`config.mk`:
```
export PLATFORM = sky130hd
export DESIGN_NAME = fifo_wr_arbiter
export DESIGN_NICKNAME = d
export VERILOG_FILES = /design/src/rtl/fifo_wr_arbiter.sv
export SDC_FILE = /design/constraint.sdc
export NUM_CORES = 1
export LEC_CHECK = 0
export CORE_ASPECT_RATIO = 0.7
export CORE_UTILIZATION = 34
export CTS_CLUSTER_SIZE = 14
export DETAILED_ROUTE_END_ITERATION = 8
export PLACE_DENSITY = 0.78
export REMOVE_ABC_BUFFERS = 1
export SYNTH_ARGS = -nofsm -noshare
export SYNTH_HDL_FRONTEND = slang
export SYNTH_SLANG_ARGS = --single-unit
```
`constraint.sdc`:
```
create_clock -name clk -period 2.18 [get_ports clk]
set_clock_uncertainty 0.2 [all_clocks]
set_input_delay 0.436 -clock clk [delete_from_list [all_inputs] [get_ports clk]]
set_output_delay 0.436 -clock clk [all_outputs]
set_load 0.1 [all_outputs]
```
`src/rtl/fifo_wr_arbiter.sv`:
```
// fifo_wr_arbiter
// Round-robin arbiter that shares one FIFO write port between NUM_PORTS
// block writers. A port owns the FIFO for one burst, which ends on its
// s_last transfer or after MAX_BURST words, whichever comes first.
//
// Ports:
//   clk, rst_n  - clock (rising edge), asynchronous active-low reset
//   s_valid     - per-port word valid
//   s_data      - per-port word, port i at [i*DATA_WIDTH +: DATA_WIDTH]
//   s_last      - per-port final word of block (qualified by s_valid)
//   s_ready     - per-port accept (valid & ready = transfer)
//   fifo_din    - granted port's data while busy, 0 when idle
//   fifo_wr_en  - FIFO write strobe, never high while fifo_full
//   fifo_full   - FIFO full flag
//   grant       - one-hot current owner, 0 when idle
//   busy        - burst in progress
//
// state | meaning
// ------+-----------------------------------------------------------
// IDLE  | no owner; pick next requester after last_port (with wrap)
// BURST | owner in grant_q connected to FIFO until last/MAX_BURST
module fifo_wr_arbiter #(
    parameter int NUM_PORTS  = 4,
    parameter int DATA_WIDTH = 16,
    parameter int MAX_BURST  = 16
) (
    input  logic                            clk,
    input  logic                            rst_n,
    input  logic [NUM_PORTS-1:0]            s_valid,
    input  logic [NUM_PORTS*DATA_WIDTH-1:0] s_data,
    input  logic [NUM_PORTS-1:0]            s_last,
    output logic [NUM_PORTS-1:0]            s_ready,
    output logic [DATA_WIDTH-1:0]           fifo_din,
    output logic                            fifo_wr_en,
    input  logic                            fifo_full,
    output logic [NUM_PORTS-1:0]            grant,
    output logic                            busy
);

    localparam int PW = (NUM_PORTS > 1) ? $clog2(NUM_PORTS) : 1;
    localparam int CW = $clog2(MAX_BURST + 1);

    typedef enum logic {
        IDLE  = 1'b0,
        BURST = 1'b1
    } state_t;

    state_t               state_q, state_d;
    logic [NUM_PORTS-1:0] grant_q, grant_d;
    logic [PW-1:0]        gidx_q, gidx_d;
    logic [PW-1:0]        last_port_q, last_port_d;
    logic [CW-1:0]        burst_cnt_q, burst_cnt_d;

    logic [PW-1:0]        pick;
    logic                 pick_vld;
    logic                 g_valid;
    logic                 g_last;
    logic                 xfer;
    logic                 burst_end;
    logic [CW-1:0]        cnt_inc;

    // Search upward from last_port+1 with wrap, so the port that just
    // finished a burst is visited last.
    always_comb begin : arb_search
        int            idx_i;
        logic [PW-1:0] idx;
        pick     = '0;
        pick_vld = 1'b0;
        idx_i    = 0;
        idx      = '0;
        for (int k = 1; k <= NUM_PORTS; k++) begin
            idx_i = (int'(last_port_q) + k) % NUM_PORTS;
            idx   = PW'(idx_i);
            if (!pick_vld && s_valid[idx]) begin
                pick_vld = 1'b1;
                pick     = idx;
            end
        end
    end

    // grant_q is zero outside BURST, so these masks are inert when idle.
    always_comb begin
        g_valid   = |(s_valid & grant_q);
        g_last    = |(s_last & grant_q);
        xfer      = (state_q == BURST) && g_valid && !fifo_full;
        cnt_inc   = burst_cnt_q + CW'(1);
        // s_last and the count limit on the same transfer is one end event.
        burst_end = xfer && (g_last || (cnt_inc == CW'(MAX_BURST)));
    end

    always_ff @(posedge clk or negedge rst_n) begin
        if (!rst_n) begin
            state_q     <= IDLE;
            grant_q     <= '0;
            gidx_q      <= '0;
            last_port_q <= PW'(NUM_PORTS - 1);
            burst_cnt_q <= '0;
        end else begin
            state_q     <= state_d;
            grant_q     <= grant_d;
            gidx_q      <= gidx_d;
            last_port_q <= last_port_d;
            burst_cnt_q <= burst_cnt_d;
        end
    end

    always_comb begin
        state_d     = state_q;
        grant_d     = grant_q;
        gidx_d      = gidx_q;
        last_port_d = last_port_q;
        burst_cnt_d = burst_cnt_q;
        case (state_q)
            IDLE: begin
                if (pick_vld) begin
                    state_d = BURST;
                    grant_d = NUM_PORTS'(1) << pick;
                    gidx_d  = pick;
                end
            end
            BURST: begin
                if (burst_end) begin
                    state_d     = IDLE;
                    grant_d     = '0;
                    last_port_d = gidx_q;
                    burst_cnt_d = '0;
                end else if (xfer) begin
                    burst_cnt_d = cnt_inc;
                end
            end
            default: begin
                state_d = IDLE;
                grant_d = '0;
            end
        endcase
    end

    always_comb begin
        busy       = (state_q == BURST);
        grant      = grant_q;
        s_ready    = grant_q & {NUM_PORTS{busy && !fifo_full}};
        fifo_wr_en = xfer;
        fifo_din   = '0;
        for (int i = 0; i < NUM_PORTS; i++) begin
            if (grant_q[i]) begin
                fifo_din = s_data[i*DATA_WIDTH +: DATA_WIDTH];
            end
        end
    end

endmodule

```
==> results of run 1 <==
layer usage:
layer	up-vias	track usage, %	part of all wire [%]
met5	-	0	0
met4	0	5.97	1.4
met3	6	5.33	6.1
met2	71	43.8	46
met1	881	35.2	46
li1	867	-	-
sequential cells by signal (all words and copies together) (netlist names):
register	flops
gidx_q	2
last_port_q	2
busy	1
grant	4
burst_cnt_q	5
cells in the mapped netlist, types with 2 or more instances:
master and instances:
a21oi_1 5, o22ai_1 2, inv_1 5, o31ai_1 15, nor2_1 3, buf_2 4
nor2b_1 17, nand2_1 27, a22oi_1 2, mux2_4 2, dfstp_2 2, o21ai_0 7
a221oi_1 16, and2_1 5, dfrtp_1 12, o32ai_1 2, nand2b_1 3, clkbuf_1 7
power groups by stage:
stage / clock, uW / combinational [uW] / sequential, uW
4_1_cts: 217 / 170 / 260
3_5_place_dp: 0 / 169 / 265
5_1_grt: 232 / 182 / 260
2_1_floorplan: 0 / 11.7 / 265
6_report: 214 / 174 / 260
3_3_place_gp: 0 / 166 / 265
worst paths after layout:
check | start | endpoint | slack, ns | cells past startpoint
max in group asynchronous | rst_n | grant[1] | 0.98 | 1
max reg2reg | grant[1] | last_port_q[1] | 0.16 | 6
min | gidx_q[1] | gidx_q[1] | 0.28 | 1
min in group asynchronous | rst_n | burst_cnt_q[2] | 0.38 | 1
min reg2reg | gidx_q[1] | gidx_q[1] | 0.28 | 1
max | grant[1] | fifo_din[13] | -0.10 | 7
worst max-delay path, cell delays in order (launching register included):
cell	delay, ns
dfrtp_2	0.44
buf_6	0.14
nand3b_1	0.17
a21oi_2	0.16
a21oi_2	0.05
o21ai_1	0.13
buf_4	0.14
buf_12	0.16
cell families (layout without fill, tap and decap cells):
family          after synthesis  after routing  synth area share (%)
compound gates               65             65                  40.5
xor+xnor                      2              2                  1.31
fa+ha+maj                     1              1                 0.934
buf+inv                      17            139                  5.70
flops                        14             14                  26.3
mux                           2              2                  2.24
simple gates                 61             61                  23.0
cell type report:
| cell class | count | share of cell area, % |
|---|---|---|
| repair buffers | 130 | 50.0 |
| inverters | 5 | 0.620 |
| clock buffers | 4 | 1.49 |
| flip-flops and latches | 14 | 11.7 |
| multi-input cells | 131 | 34.1 |
| well taps | 50 | 2.07 |
per-stage QoR:
| step | TNS (ns) | std cells |
|---|---|---|
| CTS | -0.238 | 330 |
| detailed placement | -1.54 | 324 |
| global placement | -1.24 | 324 |
| finish | -0.545 | 334 |
| global route | -1.87 | 334 |
| floorplan | -51.32 | 150 |
timing repair:
item,in CTS,in global routing
gates cloned,0,1
resized for setup,29,14
pin swaps,3,3
endpoints found under the setup margin,21,17
setup buffers,2,3
==> flow_summary.json, run 1 <==
{
  "finalHoldViolCount": 0,
  "htreeDepth": 1,
  "ys_types": 44,
  "syn_inst": 162,
  "die-area_um2": 4200,
  "finalCritPeriodShare_pct": 105,
  "power_uw": 648,
  "clk_pin_slew_ns": 0.06,
  "ys_seq_elements": 14,
  "avgRoutedWirePerCell_um": 17.5,
  "netlist.area_leader.share_pct": 22.4,
  "clock.fmax_ghz": 0.438,
  "dpl.hpwl_mm": 4.45,
  "synth-main-ff-cell": "dfrtp_1",
  "cts_buffers": 3,
  "grt_pass1_wl_mm": 8.36,
  "dr.pass1.iters": 4,
  "p_switching_uw": 131,
  "drtIter0Drc": 59,
  "clock_sinks": 14,
  "grt_usage_pct": 26.1,
  "multi_input_area_um2": 1030,
  "start_util_pct": 36.7,
  "grt_setup_unrepaired": "true",
  "area_delta_synth_final_pct": 126,
  "synth.area.top_cells": "dfrtp_1 (22%), a221oi_1 (10%), o31ai_1 (8.4%), nor2b_1 (7.9%), nand2_1 (7.6%)",
  "synth_area_per_cell_um2": 8.27,
  "vias": 1825,
  "layout_commonest_cell": "clkdlybuf4s50_1",
  "setup_ws_ns": -0.101,
  "synth-edff-count": 0,
  "synth_warnings": 0,
  "synthArstFlopShare_pct": 100,
  "place.gp.congestion": 0.859,
  "synth_area_um2": 1340,
  "power_density_nw_per_um2": 214,
  "grt_max_degree": 30,
  "start_kind": "flop",
  "pwr-share-comb_pct": 26.8,
  "arrival_ns": 1.65,
  "clock_latency_ns": 0.24,
  "drive_gt1_share_pct": 33.8,
  "cp.required_ns": 1.54,
  "die_w_um": 77.0,
  "cts-root-buf": "clkbuf_8",
  "worst-path-max-fanout": 6,
  "intPower_uw": 517,
  "antenna_found_initial": 0,
  "cts_buffer_depth": 2,
  "period_minus_slack_ns": 2.28,
  "cts_tree": "built",
  "routed_wl_mm": 5.86,
  "yosysSeqAreaShare_pct": 26.3,
  "clock_power_share_pct": 33.0,
  "io_buffers": 100,
  "setup_violations": 13,
  "antenna_cells": 0,
  "swShare_pct": 20.2,
  "ir_worst_vdd_mv": 0.446,
  "crit_path_end_kind": "output port",
  "leakage_uw": 0.00123,
  "ant_nets": 0,
  "final_net_count": 361,
  "place_area_um2": 2790,
  "ios": 101,
  "via_per_inst": 5.46,
  "num-fill-cells": 217,
  "hold_path.class": "reg -> reg",
  "synth_top_cell_by_area": "dfrtp_1",
  "hold_buffers": 0,
  "drc": 0,
  "final_area_um2": 3030,
  "status": "finished with violations",
  "std_cell_rows": 18,
  "grt_overflow": 0,
  "grt_pass1_vias": 1651,
  "die_h_um": 54.5,
  "holdWs_ns": 0.284,
  "post-route-util_pct": 83.0,
  "place_ws_ns": -0.122,
  "slew_viol_final": 0,
  "relSlewSlack_pct": 59.9,
  "violations": "setup timing",
  "crit_type": "reg -> out",
  "tightest_slew_ns": 0.599,
  "maxCapViolCount": 0,
  "p_seq_share_pct": 40.2,
  "core_um2": 3650,
  "seq_area_um2": 355,
  "final_cell_mix": "clkdlybuf4s50_1 (69), nand2_1 (27), buf_4 (25)"
}
(Power assumes the default switching activity.)
==> run 2, diff against run 1 <==
- ABC_AREA: unset -> 1
- CORE_UTILIZATION: 34 -> 36
- HOLD_SLACK_MARGIN: unset -> 0.05
==> flow_summary.json, run 2 <==
{
  "status": "finished with violations",
  "violations": "setup timing",
  "met2_usage_pct": 44.7,
  "ys_types": 32,
  "worstReg2RegEnd": "burst_cnt_q[2]",
  "layout_commonest_cell": "clkdlybuf4s50_1",
  "top_register": "burst_cnt_q",
  "cts_tree": "built",
  "power_uw": 5410,
  "ys_seq_elements": 14,
  "arrival_ns": 1.64,
  "start_kind": "flop",
  "synth-edff-count": 0,
  "use_met3_pct": 5.74,
  "grt_usage_pct": 26.7,
  "routed_wl_mm": 6.11,
  "ios": 101,
  "synth_top_cell_by_area": "dfrtp_1",
  "finalCritPeriodShare_pct": 104,
  "worst-path-max-fanout": 8,
  "whs_path_depth": 2,
  "antenna_cells": 0,
  "place_ws_ns": -0.0960,
  "die_h_um": 56.2,
  "synth_area_um2": 1510,
  "die-area_um2": 4470,
  "synth-main-ff-cell": "dfrtp_1",
  "cts_buffers": 3,
  "antenna_found_initial": 0,
  "hold_buffers": 0,
  "synth.area.top_cells": "dfrtp_1 (20%), nand2_1 (14%), a221oi_1 (9.3%), o31ai_1 (8.4%), nor2_1 (6.7%)",
  "hold-path-endpoint": "gidx_q[1]",
  "tightest_slew_ns": 0.606,
  "clock_sinks": 14,
  "met1_usage_pct": 36.0,
  "grt_setup_unrepaired": "true",
  "synth_area_per_cell_um2": 6.78,
  "netlist.area_leader.share_pct": 19.9,
  "synthArstFlopShare_pct": 100,
  "drc": 0,
  "ant_nets": 0,
  "grt_pass1_wl_mm": 9.31,
  "drive_gt1_share_pct": 30.6,
  "finalHoldViolCount": 0,
  "yosysSeqAreaShare_pct": 23.3,
  "setup_violations": 14,
  "crit_type": "reg -> out",
  "htreeDepth": 1,
  "num-fill-cells": 279,
  "final_cell_mix": "clkdlybuf4s50_1 (71), nand2_1 (55), buf_12 (29)",
  "vias": 2039,
  "grt.busiest_layer": "met2",
  "dr.pass1.iters": 4,
  "slew_viol_final": 0,
  "die_w_um": 79.5,
  "syn_inst": 223,
  "core_um2": 3970,
  "synth_common_cells": "nand2_1 (55), nor2_1 (27), inv_1 (19)",
  "via_per_inst": 5.30,
  "ir_worst_vdd_mv": 1.56,
  "clock_latency_ns": 0.24,
  "cp.required_ns": 1.54,
  "power_density_nw_per_um2": 1750,
  "final_net_count": 411,
  "ff2ff_setup_slack_ns": 0.18,
  "cts_buffer_depth": 2,
  "leakage_uw": 0.00137,
  "grt_max_degree": 32,
  "clk_pin_slew_ns": 0.05,
  "maxCapViolCount": 0,
  "cts-root-buf": "clkbuf_8",
  "rr_worst_depth": 11,
  "place.gp.congestion": 0.873,
  "io_buffers": 100,
  "period_minus_slack_ns": 2.27,
  "area_delta_synth_final_pct": 105,
  "dpl.hpwl_mm": 4.59,
  "avgRoutedWirePerCell_um": 15.9,
  "hold_path.class": "reg -> reg",
  "crit_path_end_kind": "output port",
  "synth_most_common_cell": "nand2_1",
  "clock.fmax_ghz": 0.440,
  "grt_overflow": 0,
  "synth_warnings": 0,
  "std_cell_rows": 19,
  "drtIter0Drc": 140,
  "start_util_pct": 38.1,
  "relSlewSlack_pct": 59.5,
  "largest_reg_flops": 5,
  "setup_ws_ns": -0.0938,
  "grt_pass1_vias": 1838,
  "worstHoldStart": "gidx_q[1]",
  "r2r-start": "grant[1]"
}
-- run 2: cell type report --
type	count	area [um2]	area share, %
Timing Repair Buffer	119	1460	47.0
Inverter	23	98.8	3.19
Sequential cell	14	353	11.4
Tap cell	52	65.1	2.10
Clock buffer	3	41.3	1.33
Multi-Input combinational cell	174	1080	35.0
-- run 2: worst max-delay path: stages, from the launching register on --
cell	delay, ns
dfrtp_1	0.36
inv_2	0.06
nor2_4	0.16
buf_12	0.14
a221oi_2	0.05
o31ai_1	0.28
buf_4	0.17
buf_12	0.16
-- run 2: logic make-up (layout without fill, tap and decap cells) --
family          after synthesis  after routing  share of synthesized area, %
simple gates                122            122                          40.0
flops                        14             14                          23.3
fa+ha+maj                     1              1                         0.827
buf+inv                      35            145                          10.9
xor+xnor                      1              1                         0.579
compound gates               50             50                          24.4
-- run 2: metal layers --
layer,share of wire (%),vias to the layer above
met5,0,-
met4,0.90,0
met3,7.3,10
met2,48,74
met1,44,969
li1,-,986
-- run 2: how the worst max path moves through the flow --
| stage | from | cells after the start | endpoint |
|---|---|---|---|
| detailed placement | s_valid[0] | 13 | grant[3] |
| global route | grant[0] | 7 | fifo_din[15] |
| finish | grant[0] | 7 | fifo_din[15] |
| floorplan | grant[0] | 4 | fifo_din[0] |
| global placement | s_valid[3] | 6 | fifo_wr_en |
| CTS | grant[1] | 6 | fifo_din[15] |
-- run 2: report_power, final --
| part | total (uW) | switching (uW) | internal, uW |
|---|---|---|---|
| Sequential | 511 | 132 | 379 |
| Clock | 201 | 79.4 | 122 |
| Combinational | 4700 | 2990 | 1710 |
| Total | 5410 | 3200 | 2210 |
-- run 2: timing repair --
item,in CTS,in global routing
resized for setup,18,7
setup endpoints to repair,17,18
setup buffers,1,1
gates cloned,0,1
pin swaps,3,2
-- run 2: metrics by stage --
stage / std cells / area, um2 / util, % / hold WS, ns / TNS, ns
final: 385 / 3100 / 78.0 / 0.287 / -0.456
after global routing: 385 / 3100 / 78.0 / 0.331 / -1.69
after CTS: 383 / 3030 / 76.3 / 0.295 / -0.415
after detailed placement: 379 / 2930 / 73.8 / 0.282 / -0.847
after global placement: 379 / 2930 / 73.8 / 0.274 / -0.180
after floorplan: 211 / 1450 / - / -0.0596 / -56.64
